[config.mk]
export PLATFORM = sky130hd
export DESIGN_NAME = rename_register_file
export DESIGN_NICKNAME = d
export VERILOG_FILES = /design/src/rtl/rename_register_file.sv
export SDC_FILE = /design/constraint.sdc
export NUM_CORES = 2
export LEC_CHECK = 0
export ABC_AREA = 1
export BUFFER_PORTS_ARGS = -buffer_cell sky130_fd_sc_hd__buf_2
export CELL_PAD_IN_SITES_DETAIL_PLACEMENT = 1
export CELL_PAD_IN_SITES_GLOBAL_PLACEMENT = 2
export CORE_AREA = 5 5 452 454
export CTS_BUF_LIST = sky130_fd_sc_hd__clkbuf_4
export CTS_CLUSTER_DIAMETER = 30
export DETAILED_ROUTE_END_ITERATION = 7
export DIE_AREA = 0 0 457 459
export GPL_TIMING_DRIVEN = 0
export PLACE_DENSITY = 0.78
export REMOVE_ABC_BUFFERS = 1
export SKIP_CTS_REPAIR_TIMING = 1
export SYNTH_ARGS = -nofsm -noshare
export SYNTH_HDL_FRONTEND = slang
export SYNTH_SLANG_ARGS = --single-unit
[constraint.sdc]
create_clock -name clk_in -period 2.37 [get_ports clk_in]
set_input_delay 0.3555 -clock clk_in [delete_from_list [all_inputs] [get_ports clk_in]]
set_output_delay 0.3555 -clock clk_in [all_outputs]
set_load 0.02 [all_outputs]
[src/rtl/rename_register_file.sv]
// Architectural register file with per-register busy bit and ROB tag for renaming.
// Combinational read ports forward a same-cycle commit; flush clears every pending rename.
module rename_register_file #(
    parameter int XLEN      = 32,
    parameter int NUM_REGS  = 32,
    parameter int TAG_WIDTH = 4,
    parameter int NUM_READ  = 2,
    parameter int RIDX      = $clog2(NUM_REGS)
) (
    input  logic                      clk_in,
    input  logic                      rst_in,
    input  logic                      rdy_in,
    input  logic [NUM_READ*RIDX-1:0]  read_id,
    output logic [NUM_READ*XLEN-1:0]  read_data,
    output logic [NUM_READ-1:0]       read_busy,
    output logic [NUM_READ*TAG_WIDTH-1:0] read_tag,
    input  logic                      rename_signal,
    input  logic [RIDX-1:0]           rename_id,
    input  logic [TAG_WIDTH-1:0]      rename_tag,
    input  logic                      commit_signal,
    input  logic [RIDX-1:0]           commit_id,
    input  logic [TAG_WIDTH-1:0]      commit_tag,
    input  logic [XLEN-1:0]           commit_data,
    input  logic                      flush_signal
);

    logic [XLEN-1:0]      reg_value [NUM_REGS];
    logic                 reg_busy  [NUM_REGS];
    logic [TAG_WIDTH-1:0] reg_tag   [NUM_REGS];

    // x0 is hardwired to zero and out-of-range indices behave like it
    function automatic logic valid_index(input logic [RIDX-1:0] id);
        return (id != '0) && (int'(id) < NUM_REGS);
    endfunction

    always_ff @(posedge clk_in or negedge rst_in) begin
        if (!rst_in) begin
            for (int i = 0; i < NUM_REGS; i++) begin
                reg_value[i] <= '0;
                reg_busy[i]  <= 1'b0;
                reg_tag[i]   <= '0;
            end
        end else if (rdy_in) begin
            if (flush_signal) begin
                for (int i = 0; i < NUM_REGS; i++) begin
                    reg_busy[i] <= 1'b0;
                    reg_tag[i]  <= '0;
                end
            end
            // Only the rename that produced this tag may be cleared; a younger rename keeps ownership
            if (commit_signal && valid_index(commit_id)) begin
                reg_value[commit_id] <= commit_data;
                if (reg_busy[commit_id] && (reg_tag[commit_id] == commit_tag)) begin
                    reg_busy[commit_id] <= 1'b0;
                    reg_tag[commit_id]  <= '0;
                end
            end
            if (rename_signal && !flush_signal && valid_index(rename_id)) begin
                reg_busy[rename_id] <= 1'b1;
                reg_tag[rename_id]  <= rename_tag;
            end
        end
    end

    for (genvar k = 0; k < NUM_READ; k++) begin : g_read
        logic [RIDX-1:0]      id;
        logic [XLEN-1:0]      data;
        logic                 busy;
        logic [TAG_WIDTH-1:0] tag;

        assign id = read_id[k*RIDX +: RIDX];

        always_comb begin
            data = '0;
            busy = 1'b0;
            tag  = '0;
            if (valid_index(id)) begin
                data = reg_value[id];
                busy = reg_busy[id];
                tag  = reg_tag[id];
                if (rdy_in && commit_signal && (commit_id == id)) begin
                    data = commit_data;
                    if (busy && (tag == commit_tag)) begin
                        busy = 1'b0;
                        tag  = '0;
                    end
                end
            end
        end

        assign read_data[k*XLEN +: XLEN]           = data;
        assign read_busy[k]                        = busy;
        assign read_tag[k*TAG_WIDTH +: TAG_WIDTH]  = tag;
    end

endmodule

==> reports/metrics.cfg <==
[status]
run_status = finished with violations
violations = negative hold slack, negative setup slack

[grt]
grt_max_degree = 156
grt_pass1_wl_um = 469300
grt_antenna_before_repair = 10
grt_pass1_vias = 72330
grt_util_all_layers = 0.2923
grt_remaining_overflow = 0

[placement]
dpl_cell_area_um2 = 70950
place_ws_ns = -3.497
portBuffers = 139
gp_congestion = 0.8181
place_hpwl_um = 175100

[clock_tree]
cts_root_buf = clkbuf_4
clock_latency_ns = 1.38
tritoncts = done
ctsLongestPathBuffers = 4
numCtsBuffers = 402
clkSlewWorstSetupHoldPaths_ns = 0.05
cts.sinks = 1184
cts_max_level = 5

[drt]
vias = 74600
antenna_left = 0
drc_errors = 0
wl_um = 354900
wl_per_cell_um = 28.45
drtIter0Drc = 7817
viasPerCell = 5.979
drt_first_pass_iters = 6

[yosys]
netlist_area_um2 = 67590
synth.area.mux_share = 0
synthFlopType = dfrtp_1
async_flop_share = 1.000
synth_xor_xnor_area_share = 0.0002592
synth-edff-count = 0
synth_area_per_cell_um2 = 7.117
synthSimpleGateAreaFrac = 0.2056
synth_fa_ha_area_frac = 0
synth-compound-area-share = 0.2754
yosysSeqAreaShare = 0.4384
synthDistinctLibCells = 38
syn_inst = 9497
ys_warn_count = 0
ys_seq_elements = 1184
synth_top_family_by_area = compound AO/OA/AOI/OAI gates

[sta]
maxSlewHeadroom = 0.1116
setup_violations = 266
period_minus_slack_ns = 3.754
hold_ws_ns = -1.146
tightest_slew_ns = 1.331
hold_viol = 535
rsz0062_at_grt = true
drv_slew = 0
min_period_over_period = 1.584
final.setup.worst_slack_ns = -1.384
fmax_mhz = 266.4
clock_skew_ns = 0.1269

[pwr]
swShare = 0.3442
seqPwrFrac = 0.431
power_leakage_nw = 35.94
comb_power_share = 0.198
peakVddDrop_mv = 0.5021
power_per_cell_area_nw_per_um2 = 687.0
p_int_mw = 36.85
total_power_mw = 56.19
pwr-share-clk = 0.370
p_sw_mw = 19.34

[final_layout]
mostFrequentLayoutCells = 2090 x nand2_1, 2075 x o21ai_0, 1174 x dfrtp_1
area_delta_synth_final_pct = 21.01
final_common_cell = nand2_1
fill_cells = 24470
layout-drive-gt1-share = 0.1593
fin_nets = 9599
fin_util = 0.4105
final_cell_area_um2 = 81790

[worst_setup_path]
critical_path.max_fanout = 49
worstSetupPathType = input port to primary output
r2r_slack_ns = -0.25
cp-end-kind = primary output
reg2regPathDepth = 22
required_ns = 2.01
r2r_end = reg_tag[123]$_DFFE_PN0P_
r2r_start = reg_busy[23]$_DFFE_PN0P_
crit_path_start_kind = input port
crit_arrival_ns = 3.40

[floorplanning]
core_um2 = 199200
die-width_um = 457
rows = 164
io_pins = 140
dieArea_um2 = 209800
die_y_um = 459
initial_utilization = 0.3392

[hold_path]
hold_class = input port to async pin

[job]
maxCapViolations = 0

==> cell usage after synthesis (all sizes together) (13+ instances only) <==
library cell  instances  area (µm²)
clkbuf              673        2526
o21ai              2397       12000
nand3               479        2542
o221ai              159        1393
a21oi               632        3163
buf                 224        1111
dfrtp              1184       29630
o211ai              169        1269
nor3                 21       146.4
o22ai                65       406.6
inv                 475        1783
nand2              2218        8348
a211oi               19       142.6
o2111ai              13       113.9
nor2                737        2779
==> cells by family (layout without fill, tap and decap cells) <==
group	after synthesis	count (layout)
AO/OA/AOI/OAI	3471	3471
AND/OR/NAND/NOR	3465	3466
buffers and inverters	1375	1685
flip-flops	1184	1184
XOR/XNOR	2	2
other	0	12
==> per-layer routing <==
metal / GRT usage / share of wire / vias up / routed length (µm)
met5: 0 / 0.00012 / - / 42
met4: 0.1306 / 0.058 / 6 / 20640
met3: 0.04185 / 0.086 / 997 / 30630
met2: 0.4707 / 0.44 / 3578 / 156000
met1: 0.3918 / 0.42 / 37580 / 147500
li1: - / - / 32430 / -
==> power groups by stage <==
stage | registers [mW] | clock network (mW) | logic, mW
2_1_floorplan | 24.0 | 0 | 5.26
3_3_place_gp | 24.4 | 0 | 9.23
3_5_place_dp | 24.4 | 0 | 9.26
4_1_cts | 24.1 | 21.3 | 9.30
5_1_grt | 24.5 | 22.5 | 12.2
6_report | 24.2 | 20.8 | 11.2
==> worst max-delay path: stages <==
cell	delay (ns)
buf_16	0.20
buf_16	0.28
clkinv_16	0.25
buf_16	0.26
nor2_4	0.23
buf_12	0.23
o211ai_1	0.17
nand2_2	0.12
a21oi_2	0.05
o211ai_1	0.55
a21oi_1	0.17
buf_4	0.19
==> final cells by class <==
class                      count  area [µm²]  area share
sequential                  1184       29640      0.3624
clock buffer                 527        3956     0.04837
multi-input combinational   6939       34710      0.4243
tap                         2656        3323     0.04063
timing repair inverter         9       103.9    0.001270
clock inverter               152       688.2    0.008414
antenna                       12       30.03   0.0003672
inverter                     478        2031     0.02483
timing repair buffer         519        7308     0.08936
==> how the worst max path moves through the flow <==
stage / startpoint / end / slack (ns) / cells after the start
CTS: read_id[6] / read_data[49] / -3.50 / 13
floorplan: read_id[5] / read_data[41] / -5.13 / 6
finish: read_id[2] / read_data[8] / -1.38 / 12
global route: reg_tag[69]$_DFFE_PN0P_ / read_tag[0] / -1.48 / 14
global placement: read_id[5] / read_data[54] / -55.47 / 9
detailed placement: read_id[6] / read_data[49] / -3.50 / 13
==> state kept, by name (all words and copies together) (netlist names) <==
name / count
reg_value: 1024
reg_tag: 128
reg_busy: 32
==> metrics by stage <==
step | std cells | setup TNS [ns]
4_1_cts | 12180 | -808.15
5_1_grt | 12470 | -113.06
3_3_place_gp | 11400 | -
6_report | 12480 | -91.17
2_1_floorplan | 8600 | -458.13
3_5_place_dp | 11500 | -2576.19
Power figures use the tool's default switching activity.
